[src/rtl/wb_irq_sched_if.sv]
// Wishbone classic slave bundle for the interrupt scheduler register port.
// Signal names follow the Wishbone _i/_o view from the slave side.
interface wb_irq_sched_if;
    logic [31:0] wb_adr_i;
    logic [31:0] wb_dat_i;
    logic [3:0]  wb_sel_i;
    logic        wb_we_i;
    logic        wb_stb_i;
    logic        wb_cyc_i;
    logic [31:0] wb_dat_o;
    logic        wb_ack_o;
    logic        wb_err_o;
    logic        wb_rty_o;

    modport master (
        output wb_adr_i, wb_dat_i, wb_sel_i, wb_we_i, wb_stb_i, wb_cyc_i,
        input  wb_dat_o, wb_ack_o, wb_err_o, wb_rty_o
    );
    modport slave (
        input  wb_adr_i, wb_dat_i, wb_sel_i, wb_we_i, wb_stb_i, wb_cyc_i,
        output wb_dat_o, wb_ack_o, wb_err_o, wb_rty_o
    );
endinterface

[src/rtl/wb_irq_sched.sv]
// Priority interrupt scheduler: lowest-index enabled request wins, software claims it
// through CLAIM and retires it through COMPLETE, which pulses the source's ack.
module wb_irq_sched #(
    parameter int NSRC = 4
) (
    input  logic            wb_clk_i,
    input  logic            wb_rst_i,
    wb_irq_sched_if.slave   wb,
    input  logic [NSRC-1:0] src_irq_i,
    output logic [NSRC-1:0] src_ack_o,
    output logic            cpu_irq_o
);
    typedef enum logic [1:0] {S_IDLE, S_NOTIFY, S_SERVICE, S_ACK} state_t;

    state_t          state_q, state_d;
    logic [NSRC-1:0] enable_q, enable_d;
    logic [3:0]      cur_id_q, cur_id_d;
    logic            ack_q, ack_d;
    logic            err_q, err_d;
    logic [31:0]     dat_q, dat_d;

    logic [NSRC-1:0] pend;
    logic [3:0]      win_id;
    logic [1:0]      adr;
    logic            acc, claim_ok, complete_ok;
    logic            unused_bits;

    assign unused_bits = ^{wb.wb_sel_i, wb.wb_adr_i[31:4], wb.wb_adr_i[1:0], wb.wb_dat_i};

    assign pend = src_irq_i & enable_q;
    assign adr  = wb.wb_adr_i[3:2];
    // Registered termination: a held strobe is blocked for the cycle its ack/err shows.
    assign acc  = wb.wb_stb_i & wb.wb_cyc_i & ~(ack_q | err_q);

    always_comb begin
        win_id = '0;
        for (int i = NSRC - 1; i >= 0; i--) begin
            if (pend[i]) win_id = 4'(i + 1);
        end
    end

    assign claim_ok    = acc & ~wb.wb_we_i & (adr == 2'd2) & (state_q == S_NOTIFY) & (win_id != 4'd0);
    assign complete_ok = acc & wb.wb_we_i & (adr == 2'd3) & (state_q == S_SERVICE) &
                         (wb.wb_dat_i[3:0] == cur_id_q);

    always_comb begin
        state_d  = state_q;
        enable_d = enable_q;
        cur_id_d = cur_id_q;
        ack_d    = 1'b0;
        err_d    = 1'b0;
        dat_d    = '0;

        if (acc) begin
            ack_d = 1'b1;
            case (adr)
                2'd0: if (!wb.wb_we_i) dat_d = 32'(pend);
                2'd1: begin
                    if (wb.wb_we_i) enable_d = wb.wb_dat_i[NSRC-1:0];
                    else            dat_d    = 32'(enable_q);
                end
                2'd2: if (!wb.wb_we_i && state_q == S_NOTIFY) dat_d = 32'(win_id);
                default: begin
                    if (wb.wb_we_i && !complete_ok) begin
                        ack_d = 1'b0;
                        err_d = 1'b1;
                    end
                end
            endcase
        end

        case (state_q)
            S_IDLE:    if (pend != '0) state_d = S_NOTIFY;
            S_NOTIFY: begin
                if (claim_ok) begin
                    state_d  = S_SERVICE;
                    cur_id_d = win_id;
                end else if (pend == '0) begin
                    state_d = S_IDLE;
                end
            end
            S_SERVICE: if (complete_ok) state_d = S_ACK;
            default: begin
                state_d  = S_IDLE;
                cur_id_d = '0;
            end
        endcase
    end

    always_ff @(posedge wb_clk_i) begin
        if (wb_rst_i) begin
            state_q  <= S_IDLE;
            enable_q <= '0;
            cur_id_q <= '0;
            ack_q    <= 1'b0;
            err_q    <= 1'b0;
            dat_q    <= '0;
        end else begin
            state_q  <= state_d;
            enable_q <= enable_d;
            cur_id_q <= cur_id_d;
            ack_q    <= ack_d;
            err_q    <= err_d;
            dat_q    <= dat_d;
        end
    end

    always_comb begin
        for (int i = 0; i < NSRC; i++) begin
            src_ack_o[i] = (state_q == S_ACK) && (cur_id_q == 4'(i + 1));
        end
    end

    assign cpu_irq_o   = (state_q == S_NOTIFY);
    assign wb.wb_dat_o = dat_q;
    assign wb.wb_ack_o = ack_q;
    assign wb.wb_err_o = err_q;
    assign wb.wb_rty_o = 1'b0;
endmodule
[src/flat_wrapper.sv]
// flat-port wrapper written by rule: the top's interface ports become plain ports
module wb_irq_sched_flat 
#(
    parameter int NSRC = 4
)
  (wb_clk_i, wb_rst_i, src_irq_i, src_ack_o, cpu_irq_o, wb_wb_adr_i, wb_wb_dat_i, wb_wb_sel_i, wb_wb_we_i, wb_wb_stb_i, wb_wb_cyc_i, wb_wb_dat_o, wb_wb_ack_o, wb_wb_err_o, wb_wb_rty_o);
  wb_irq_sched_if wb_i ();
  input  logic wb_clk_i;
  input  logic wb_rst_i;
  input  logic [NSRC-1:0] src_irq_i;
  output logic [NSRC-1:0] src_ack_o;
  output logic cpu_irq_o;
  input wire logic [$bits(wb_i.wb_adr_i)-1:0] wb_wb_adr_i;
  input wire logic [$bits(wb_i.wb_dat_i)-1:0] wb_wb_dat_i;
  input wire logic [$bits(wb_i.wb_sel_i)-1:0] wb_wb_sel_i;
  input wire logic [$bits(wb_i.wb_we_i)-1:0] wb_wb_we_i;
  input wire logic [$bits(wb_i.wb_stb_i)-1:0] wb_wb_stb_i;
  input wire logic [$bits(wb_i.wb_cyc_i)-1:0] wb_wb_cyc_i;
  output wire logic [$bits(wb_i.wb_dat_o)-1:0] wb_wb_dat_o;
  output wire logic [$bits(wb_i.wb_ack_o)-1:0] wb_wb_ack_o;
  output wire logic [$bits(wb_i.wb_err_o)-1:0] wb_wb_err_o;
  output wire logic [$bits(wb_i.wb_rty_o)-1:0] wb_wb_rty_o;
  assign wb_i.wb_adr_i = wb_wb_adr_i;
  assign wb_i.wb_dat_i = wb_wb_dat_i;
  assign wb_i.wb_sel_i = wb_wb_sel_i;
  assign wb_i.wb_we_i = wb_wb_we_i;
  assign wb_i.wb_stb_i = wb_wb_stb_i;
  assign wb_i.wb_cyc_i = wb_wb_cyc_i;
  assign wb_wb_dat_o = wb_i.wb_dat_o;
  assign wb_wb_ack_o = wb_i.wb_ack_o;
  assign wb_wb_err_o = wb_i.wb_err_o;
  assign wb_wb_rty_o = wb_i.wb_rty_o;
  wb_irq_sched #(.NSRC(NSRC)) u_core (.wb_clk_i(wb_clk_i), .wb_rst_i(wb_rst_i), .wb(wb_i), .src_irq_i(src_irq_i), .src_ack_o(src_ack_o), .cpu_irq_o(cpu_irq_o));
endmodule
[config.mk]
export PLATFORM = sky130hd
export DESIGN_NAME = wb_irq_sched_flat
export DESIGN_NICKNAME = d
export VERILOG_FILES = /design/src/rtl/wb_irq_sched_if.sv /design/src/rtl/wb_irq_sched.sv /design/src/flat_wrapper.sv
export SDC_FILE = /design/constraint.sdc
export NUM_CORES = 1
export LEC_CHECK = 0
export ABC_AREA = 1
export BUFFER_PORTS_ARGS = -buffer_cell sky130_fd_sc_hd__buf_2
export CELL_PAD_IN_SITES_DETAIL_PLACEMENT = 1
export CELL_PAD_IN_SITES_GLOBAL_PLACEMENT = 1
export CORE_MARGIN = 4
export CORE_UTILIZATION = 21
export CTS_BUF_LIST = sky130_fd_sc_hd__clkbuf_4 sky130_fd_sc_hd__clkbuf_8
export DETAILED_ROUTE_END_ITERATION = 8
export GPL_TIMING_DRIVEN = 0
export MAX_ROUTING_LAYER = met4
export PLACE_DENSITY_LB_ADDON = 0.1
export SLEW_MARGIN = 30
export SYNTH_ARGS = -nofsm -noshare
export SYNTH_HDL_FRONTEND = slang
export SYNTH_SLANG_ARGS = --single-unit
export TNS_END_PERCENT = 20
[constraint.sdc]
create_clock -name wb_clk_i -period 1.4 [get_ports wb_clk_i]
set_input_delay 0.28 -clock wb_clk_i [delete_from_list [all_inputs] [get_ports wb_clk_i]]
set_output_delay 0.28 -clock wb_clk_i [all_outputs]
set_load 0.01 [all_outputs]
After elaboration in Yosys (flattened, before gate mapping)
Index checks and enable logic that the tools add are counted.
- $mul: 0
- reduce and logical (&&, ||, !) cells: 20
- add/subtract/negate cells: 0
- mux-type cells: 18
- eq/ne operators: 15
- $lt $le $gt $ge: 0
- bitwise gates (word level): 16
- shifts and indexed selects: 0
- divide/modulo/power cells: 0
- operator list (kind ; count):
    $pmux 32 s3 ; 1
    $mux 3 ; 5
    $mux 4 ; 3
    $and 1x1->1 ; 10
    $eq 2x2->1 const B ; 4
    $eq 4x2->1 const B ; 2
    $mux 2 ; 4
    $pmux 4 s2 ; 1
    $reduce_bool 4->1 ; 2
    $logic_and 1x1->1 ; 6
    $ne 2x1->1 const B ; 3
    $pmux 2 s3 ; 1
    $reduce_and 3->1 ; 2
    $reduce_or 5->1 ; 1
    $and 4x4->4 ; 1
    $eq 2x1->1 const B ; 2
    $eq 4x1->1 const B ; 1
    $eq 4x3->1 const B ; 1
    $eq 4x4->1 ; 1
    $logic_not 2->1 ; 2
    $logic_not 4->1 ; 1
    $not 1->1 ; 4
    $reduce_or 2->1 ; 2
    $mux 1 ; 3
    5 further kinds ; 6
- logic and storage cells: 75
- flip-flop bits (word level): 44
- RAM bits: 0
- bits in latches: 0
- bits in read-only memories: 0
- memories kept: 0

Longest topological paths before layout
Gate-level depths: netlist of run 1.
- depth after elaboration: 11
- depth in mapped cells: 10

Worst setup path before layout of run 1
OpenSTA, ideal clock, no wires.
- path type: register -> register
- start: reg u_core.err_q, in the netlist u_core.wb.wb_err_o
- end: reg u_core.enable_q[0]
- path slack: 0.198 ns
- library setup time: 0.124 ns
- cell stages (with the launch flop): 5
- arrival: 1.077 ns
- clock period less this slack: 1.202 ns
- path buffers: 0
- cell sequence: dfxtp_1 > nor3_4 > nand4_1 > o21ai_0 > a21oi_1
- word-level cells in the longest chain between the ends: 4
- RTL lines (element ; line ; text):
    from (decl) ; wb_irq_sched.sv:19 ; logic err_q, err_d;
    from (signal assigned) ; wb_irq_sched.sv:103 ; err_q <= err_d;
    $or 1x1->1 ; wb_irq_sched.sv:33 ; assign acc = wb.wb_stb_i & wb.wb_cyc_i & ~(ack_q | err_q);
    $not 1->1 ; wb_irq_sched.sv:33 ;
    $and 1x1->1 ; wb_irq_sched.sv:33 ;
    $reduce_and 3->1 (no line) ; -- ;
    to (signal assigned) ; wb_irq_sched.sv:100 ; enable_q <= enable_d;
    to (decl) ; wb_irq_sched.sv:16 ; logic [NSRC-1:0] enable_q, enable_d;
Every way passes these cells.
A chain may end at the register's enable or synchronous reset.

Worst setup path after layout of run 1
- start: reg u_core.cur_id_q[1]
- end: out src_ack_o[2]
- word-level cells in the longest chain between the ends: 2
- RTL lines (element ; line ; text):
    from (decl) ; wb_irq_sched.sv:17 ; logic [3:0] cur_id_q, cur_id_d;
    from (signal assigned) ; wb_irq_sched.sv:101 ; cur_id_q <= cur_id_d;
    $eq 4x2->1 ; wb_irq_sched.sv:110 ; src_ack_o[i] = (state_q == S_ACK) && (cur_id_q == 4'(i + 1));
    $logic_and 1x1->1 ; wb_irq_sched.sv:110 ;
    to (decl) ; flat_wrapper.sv:11 ; output logic [NSRC-1:0] src_ack_o;
Every way passes these cells.

==> results of run 1 <==
power by group through the flow:
stage	Combinational (W)	Sequential, W	Clock [W]
detailed placement	0.000192	0.000449	0
global placement	0.000189	0.000448	0
CTS	0.000194	0.000439	0.000366
global route	0.000231	0.000440	0.000391
finish	0.000205	0.000439	0.000355
floorplan	0.000143	0.000447	0
worst max-delay path by stage:
stage | end | slack, ns
3_5_place_dp | u_core.enable_q[0] | -0.08
3_3_place_gp | u_core.enable_q[0] | -0.06
4_1_cts | src_ack_o[2] | -0.01
6_report | src_ack_o[2] | 0.03
2_1_floorplan | u_core.enable_q[0] | 0.20
5_1_grt | src_ack_o[2] | -0.04
sequential cells by signal (all words and copies together) (netlist names):
signal	flops
u_core.wb.wb_err_o	1
u_core.cur_id_q	3
u_core.enable_q	4
u_core.wb.wb_ack_o	1
u_core.state_q	2
u_core.wb.wb_dat_o	4
cell usage after synthesis:
cell type   n
buf_4      29
nand2_1    27
inv_1      19
nor2_1     17
dfxtp_1    15
nand3_1    12
a21oi_1     8
nand4_1     6
o21ai_0     4
nor4_1      3
a41oi_1     2
nor2_2      2
nor3_1      2
or2_2       2
conb_1      1
inv_2       1
nand3b_1    1
nor3_4      1
o22a_1      1
or2_0       1
xor2_1      1
metrics by stage:
stage	cell area [sq um]	instances	TNS, ns	total power [W]
detailed placement	1350	275	-0.280	0.000641
global placement	1350	275	-0.181	0.000637
floorplan	1140	183	0	0.000591
global route	1470	281	-0.103	0.00106
CTS	1430	281	-0.0105	0.000999
finish	1470	281	0	0.000999
per-layer routing:
metal	vias up	wire [um]	global-route usage, %	share of wire [%]
met4	0	52	4.55	1.6
met1	508	1330	12.0	42
met2	33	1620	20.0	51
li1	561	-	-	-
met5	-	0	-	0
met3	4	158	2.06	5.0
cells by family after synthesis:
family	synth area share [%]
AO/OA/AOI/OAI	8.31
flip-flops	28.9
XOR/XNOR	0.844
other	0.361
AND/OR/NAND/NOR	33.4
buffers and inverters	28.2
worst max-delay path: cells and delay by family (launching register included):
family / cells / cell delay, ns
buffers and inverters: 2 / 0.26
DFF: 1 / 0.36
and+or+nand+nor: 1 / 0.22
layout make-up:
cell class                 count  share of cell area (%)
timing repair buffer          27                    9.56
buffer                        29                    14.9
inverter                      20                    5.12
sequential                    15                    21.2
clock inverter                 1                   0.342
clock buffer                   3                    2.82
tap                           67                    5.72
multi-input combinational    119                    40.4
timing repair:
action,CTS,global route
resized for setup,5,16
endpoints found under the setup margin,7,14
setup buffers,2,0
pin swaps,1,5
endpoints found under the hold margin,0,0
==> flow_metrics.py, run 1 <==
metrics = {
    "finish": {
        "regArea_sq_um": 310,
        "drive_gt1_share_pct": 39.7,
        "n_antenna_cell": 0,
        "fin_util_pct": 30.8,
        "multi_input_area_sq_um": 592,
        "fin_nets": 292,
        "fill_cells": 637,
        "final_cell_mix": "buf_4, conb_1, buf_2",
        "areaGrowthSynthToFinish_pct": 41.1,
        "layout_commonest_cell": "buf_4",
    },
    "floorplanning": {
        "ios": 117,
        "start_util_pct": 21.8,
        "rows": 25,
        "core_sq_um": 4750,
        "die_h_um": 78.3,
        "die_x_um": 78.3,
        "die-area_sq_um": 6130,
    },
    "synth": {
        "synth-seq-cells": 15,
        "seq_area_frac_synth_pct": 28.9,
        "synthCells": 155,
        "synth.top_cell.area_share_pct": 28.9,
        "yosys_warnings": 0,
        "synth_area_per_cell_sq_um": 6.70,
        "ys_types": 21,
        "yosys-top-cells-area": "dfxtp_1, buf_4, nand2_1, inv_1, nor2_1",
        "syn-cell-area_sq_um": 1040,
        "synth.largest_area_cell": "dfxtp_1",
    },
    "worst_setup_path": {
        "cp_slowest_stage_delay_ns": 0.36,
        "path_cells": "inv_1, nor4_2, buf_2",
        "worstPathRequired_ns": 1.12,
        "critical_path.startpoint": "u_core.cur_id_q[1]",
        "worstPathMaxFanout": 4,
        "worst_r2r_path_depth": 5,
        "path_class": "register to primary output",
        "worst-r2r-setup-slack_ns": 0.11,
        "r2r-end": "u_core.cur_id_q[0]",
        "worstSetupStartpointType": "register",
        "crit_path_end_kind": "primary output",
        "reg2reg_from": "u_core.enable_q[0]",
        "critPathArrivalTime_ns": 1.09,
        "critPathSlowestCell": "dfxtp_2",
    },
    "timing": {
        "skew_ns": 0.00350,
        "fmax_mhz": 729,
        "maxSlewViolCount": 0,
        "whs_ns": 0.243,
        "finalSetupViolCount": 0,
        "setup_slack_ns": 0.0281,
        "min_period_ns": 1.37,
        "rsz0062_at_grt": "true",
        "hold_violations": 0,
        "period_share_pct": 98.0,
    },
    "route": {
        "drc": 0,
        "drtAntennaViolNets": 0,
        "drtIter0Drc": 52,
        "wl_per_cell_um": 11.2,
        "vias": 1106,
        "avgViaCountPerCell": 3.94,
        "finalWirelength_um": 3160,
        "dr.pass1.iters": 4,
    },
    "min_path": {
        "hold_path.class": "input pin to register",
        "hold_path_depth": 2,
        "hold_start": "wb_rst_i",
        "hold_end": "u_core.cur_id_q[0]",
    },
    "pwr": {
        "combPwrFrac_pct": 20.5,
        "swShare_pct": 28.0,
        "p_seq_share_pct": 43.9,
        "p_int_w": 0.000720,
        "p_clk_share_pct": 35.5,
        "cellPowerDensity_nw_per_um2": 682,
        "p_leak_nw": 0.736,
        "power.switching_w": 0.000279,
        "irDropWorstVdd_v": 0.000222,
    },
    "job": {
        "max_cap_viol_count": 0,
    },
    "cts": {
        "cts_root_buf": "clkbuf_8",
        "clockBufferDepth": 2,
        "clk_pin_slew_ns": 0.06,
        "cts_buffers": 3,
        "hold_buffers": 0,
        "clkLatencyLatePin_ns": 0.25,
        "cts_tree": "yes",
        "cts_sinks": 15,
        "cts-htree-levels": 1,
    },
    "status": {
        "status": "finished, final reports clean",
    },
    "place": {
        "io_buffers": 25,
        "dp_slack_ns": -0.0812,
        "gp_congestion": 0.858,
        "hpwlAfterDp_um": 2680,
    },
    "global_route": {
        "track_usage_pct": 11.1,
        "antenna_found_initial": 0,
        "grt.overflow.total": 0,
        "grt_pass1_wl_um": 5290,
        "grt_max_degree": 10,
        "grt_pass1_vias": 1218,
    },
}
No activity file was read; power rests on OpenSTA's default activity.
==> run 2: changes to the inputs <==
- CORE_UTILIZATION: 21 -> 22
- clock period: 1.4 -> 1.69 ns (I/O delays scaled with it)
==> run 2 against run 1 <==
Compared with the run above:
- final area fell by 5.8%
- register-to-register slack improved by 0.17 ns
- final cell count fell by 6.0%
- largest cell class unchanged
- worst setup slack improved by 0.14 ns
- global-route usage fell by 0.27 points
- sequential power fell by 17%
- clock power fell by 17%
- wire length fell by 8.0%
- via count fell by 3.7%
- highest routed layer unchanged
==> flow_metrics.py, run 2 (same netlist as run 1, synthesis figures left out) <==
metrics = {
    "status": {
        "status": "finished, final reports clean",
    },
    "worst_setup_path": {
        "reg2reg_from": "u_core.wb.wb_err_o",
        "r2r-end": "u_core.enable_q[1]",
        "worstSetupEndpoint": "src_ack_o[1]",
        "worstPathRequired_ns": 1.35,
        "worst-r2r-setup-slack_ns": 0.28,
        "crit_cells": 3,
        "worst_r2r_path_depth": 4,
        "worstSetupStartpointType": "register",
        "critical_path.startpoint": "u_core.state_q[0]",
        "cp_num_buf_inv": 1,
        "cp_slowest_stage_delay_ns": 0.42,
        "crit_path_end_kind": "primary output",
        "worstPathMaxFanout": 6,
        "critPathTopFamily": "flip-flops",
        "critPathSlowestCell": "dfxtp_1",
        "path_cells": "nand2_1, nor4_1, buf_2",
        "critPathArrivalTime_ns": 1.19,
        "path_class": "register to primary output",
    },
    "finish": {
        "final_cell_mix": "buf_4, conb_1, nand2_1",
        "fin_cells": 264,
        "areaGrowthSynthToFinish_pct": 32.9,
        "fin_nets": 290,
        "fin_area_sq_um": 1380,
        "fill_cells": 604,
        "drive_gt1_share_pct": 30.2,
        "n_antenna_cell": 0,
    },
    "job": {
        "max_cap_viol_count": 0,
    },
    "cts": {
        "cts_root_buf": "clkbuf_8",
        "cts_tree": "yes",
        "clkLatencyLatePin_ns": 0.25,
        "post_cts_buffers": 0,
        "cts-htree-levels": 1,
        "clockBufferDepth": 2,
        "cts_sinks": 15,
        "cts_buffers": 3,
        "ctsResizeCount": 0,
        "hold_buffers": 0,
        "clk_pin_slew_ns": 0.06,
    },
    "min_path": {
        "hold_path.class": "input pin to register",
        "hold_start": "wb_rst_i",
    },
    "route": {
        "wl_per_cell_um": 11.0,
        "finalWirelength_um": 2910,
        "dr.pass1.iters": 4,
        "drtIter0Drc": 37,
        "drc": 0,
        "vias": 1065,
        "drtAntennaViolNets": 0,
        "avgViaCountPerCell": 4.03,
    },
    "timing": {
        "period_share_pct": 90.2,
        "skew_ns": 0.00128,
        "finalSetupViolCount": 0,
        "tns_ns": 0,
        "setup_slack_ns": 0.165,
        "min_period_ns": 1.53,
        "maxSlewViolCount": 0,
        "rsz0062_at_grt": "false",
        "hold_violations": 0,
        "fmax_mhz": 656,
    },
    "floorplanning": {
        "die_x_um": 76.7,
        "die_h_um": 76.7,
        "core_sq_um": 4470,
        "ios": 117,
        "die-area_sq_um": 5880,
        "start_util_pct": 23.2,
        "rows": 24,
    },
    "place": {
        "hpwlAfterDp_um": 2550,
        "placed_cell_area_sq_um": 1330,
        "dp_slack_ns": 0.159,
        "dp_cells": 260,
        "gp_congestion": 0.798,
        "io_buffers": 25,
    },
    "global_route": {
        "grt_pass1_wl_um": 5150,
        "antenna_found_initial": 0,
        "track_usage_pct": 10.8,
        "grt_max_degree": 10,
        "grt_pass1_vias": 1103,
        "grt.overflow.total": 0,
    },
    "pwr": {
        "power_w": 0.000818,
        "irDropWorstVdd_v": 0.000408,
        "cellPowerDensity_nw_per_um2": 592,
        "p_leak_nw": 0.719,
    },
}
==> run 2: final cells by class <==
type,count,area (sq um),share of cell area [%]
clock inverter,1,5.00,0.363
buffer,29,218,15.8
inverter,20,75.1,5.44
multi-input combinational,119,551,39.9
sequential,15,300,21.8
tap,52,65.1,4.71
clock buffer,3,41.3,2.99
timing repair buffer,25,125,9.07
==> run 2: worst min-delay path by stage <==
stage                               endpoint  cells after the start
after floorplan           u_core.cur_id_q[0]                      1
after global placement    u_core.enable_q[2]                      2
after detailed placement  u_core.enable_q[2]                      2
after CTS                  u_core.state_q[1]                      2
after global routing      u_core.cur_id_q[0]                      2
final                      u_core.state_q[1]                      2
==> run 2: routing by layer <==
| metal | vias to the layer above | track usage [%] | wire, um |
|---|---|---|---|
| met2 | 41 | 17.0 | 1240 |
| li1 | 557 | - | - |
| met4 | 0 | 1.63 | 27 |
| met5 | - | - | 0 |
| met3 | 4 | 4.45 | 286 |
| met1 | 463 | 13.3 | 1350 |
==> run 2: power breakdown <==
part	switching (W)	internal, W	total (W)
logic	0.0000885	0.0000728	0.000161
registers	0.00000546	0.000358	0.000364
clock network	0.000129	0.000163	0.000293
==> run 2: metrics by stage <==
stage | hold WS [ns] | utilization (%)
2_1_floorplan | 0.407 | -
3_3_place_gp | 0.456 | 29.8
3_5_place_dp | 0.470 | 29.8
4_1_cts | 0.289 | 30.8
5_1_grt | 0.293 | 30.8
6_report | 0.294 | 30.8
==> run 3: changes to the inputs <==
- CAP_MARGIN: not set -> 20
- PLACE_DENSITY_LB_ADDON: 0.1 -> 0.12
==> run 3 against run 2 <==
Compared with the run above:
- sequential power barely moved
- final area did not move
- highest routed layer unchanged
- wire length fell by 0.65%
- final cell count did not move
- fmax fell by 2.3%
==> flow_metrics.py, run 3 (same netlist as run 1, synthesis figures left out) <==
metrics = {
    "cts": {
        "clockBufferDepth": 2,
        "cts_root_buf": "clkbuf_8",
        "post_cts_buffers": 0,
        "cts_buffers": 3,
        "cts_sinks": 15,
        "clkLatencyLatePin_ns": 0.25,
        "ctsResizeCount": 0,
        "cts-htree-levels": 1,
        "hold_buffers": 0,
        "clk_pin_slew_ns": 0.07,
        "cts_tree": "yes",
    },
    "finish": {
        "fin_util_pct": 30.8,
        "fin_cells": 264,
        "drive_gt1_share_pct": 30.2,
        "fin_area_sq_um": 1380,
        "n_antenna_cell": 0,
        "areaGrowthSynthToFinish_pct": 32.9,
        "fin_nets": 290,
        "final_cell_mix": "buf_4, conb_1, nand2_1",
    },
    "pwr": {
        "swShare_pct": 27.6,
        "cellPowerDensity_nw_per_um2": 595,
        "power.switching_w": 0.000226,
        "p_clk_share_pct": 36.2,
        "p_leak_nw": 0.719,
        "p_seq_share_pct": 44.3,
        "combPwrFrac_pct": 19.6,
        "p_int_w": 0.000594,
        "irDropWorstVdd_v": 0.000298,
    },
    "route": {
        "drtIter0Drc": 24,
        "avgViaCountPerCell": 4.02,
        "drc": 0,
        "dr.pass1.iters": 4,
        "finalWirelength_um": 2890,
        "vias": 1062,
        "drtAntennaViolNets": 0,
        "wl_per_cell_um": 10.9,
    },
    "place": {
        "dp_slack_ns": 0.159,
        "io_buffers": 25,
        "placed_cell_area_sq_um": 1330,
        "gp_congestion": 0.784,
        "hpwlAfterDp_um": 2550,
        "dp_cells": 260,
    },
    "worst_setup_path": {
        "critPathArrivalTime_ns": 1.22,
        "worstPathRequired_ns": 1.35,
        "worstSetupStartpointType": "register",
        "crit_path_end_kind": "primary output",
        "path_cells": "inv_1, nor4_1, buf_2",
        "critPathSlowestCell": "dfxtp_1",
        "path_class": "register to primary output",
        "worstPathMaxFanout": 4,
        "cp_slowest_stage_delay_ns": 0.39,
    },
    "timing": {
        "rsz0062_at_grt": "false",
        "skew_ns": 0.00468,
        "fmax_mhz": 640,
        "tns_ns": 0,
        "maxSlewViolCount": 0,
        "period_share_pct": 92.4,
        "setup_slack_ns": 0.128,
        "hold_violations": 0,
        "finalSetupViolCount": 0,
        "min_period_ns": 1.56,
    },
    "floorplanning": {
        "rows": 24,
        "start_util_pct": 23.2,
        "ios": 117,
        "die-area_sq_um": 5880,
        "die_x_um": 76.7,
        "die_h_um": 76.7,
        "core_sq_um": 4470,
    },
    "status": {
        "status": "finished, final reports clean",
    },
    "global_route": {
        "grt_pass1_vias": 1015,
        "grt_pass1_wl_um": 4760,
        "grt.overflow.total": 0,
        "antenna_found_initial": 0,
        "grt_max_degree": 10,
        "track_usage_pct": 9.98,
    },
    "min_path": {
        "hold_path.class": "input pin to register",
    },
    "job": {
        "max_cap_viol_count": 0,
    },
}
[run 3: cell counts in the layout (fill, tap and decap cells not counted)]
Identical to the previous run, type by type.
[run 3: final timing paths]
path,startpoint,to,slack (ns),depth (start not counted)
worst max-delay path,u_core.cur_id_q[0],src_ack_o[2],0.13,3
worst min-delay path,wb_rst_i,u_core.cur_id_q[0],0.28,2
worst max register to register,u_core.wb.wb_err_o,u_core.enable_q[1],0.29,4
worst min register to register,u_core.enable_q[1],u_core.enable_q[1],0.48,2
[run 3: power by group through the flow]
stage               logic [W]  registers [W]  clock network (W)
CTS                  0.000158       0.000364           0.000307
global placement     0.000155       0.000371                  0
detailed placement   0.000157       0.000372                  0
finish               0.000161       0.000363           0.000297
global route         0.000180       0.000364           0.000327
floorplan            0.000119       0.000371                  0
[run 3: metrics by stage]
step	total power, W	hold WS, ns
2_1_floorplan	0.000489	0.407
3_3_place_gp	0.000526	0.468
3_5_place_dp	0.000529	0.471
4_1_cts	0.000828	0.284
5_1_grt	0.000871	0.289
6_report	0.000821	0.285
[run 3: critical path, delay by kind of cell (launching register included)]
| kind | cells | cell delay (ns) |
|---|---|---|
| simple gates | 1 | 0.29 |
| buf+inv | 2 | 0.30 |
| flops | 1 | 0.39 |
[run 3: per-layer routing]
| metal | global-route usage [%] | part of all wire, % | vias up |
|---|---|---|---|
| met3 | 3.86 | 8.7 | 2 |
| met2 | 16.4 | 45 | 40 |
| met4 | 0.543 | 0.14 | 0 |
| met5 | - | 0 | - |
| li1 | - | - | 556 |
| met1 | 12.2 | 46 | 464 |
[run 3: area by class of cell]
cell class                      count  area, sq um
Multi-Input combinational cell    119          551
Timing Repair Buffer               25          125
Tap cell                           52         65.1
Clock buffer                        3         41.3
Fill cell                         600         3090
Clock inverter                      1         5.00
Inverter                           20         75.1
Buffer                             29          218
Sequential cell                    15          300
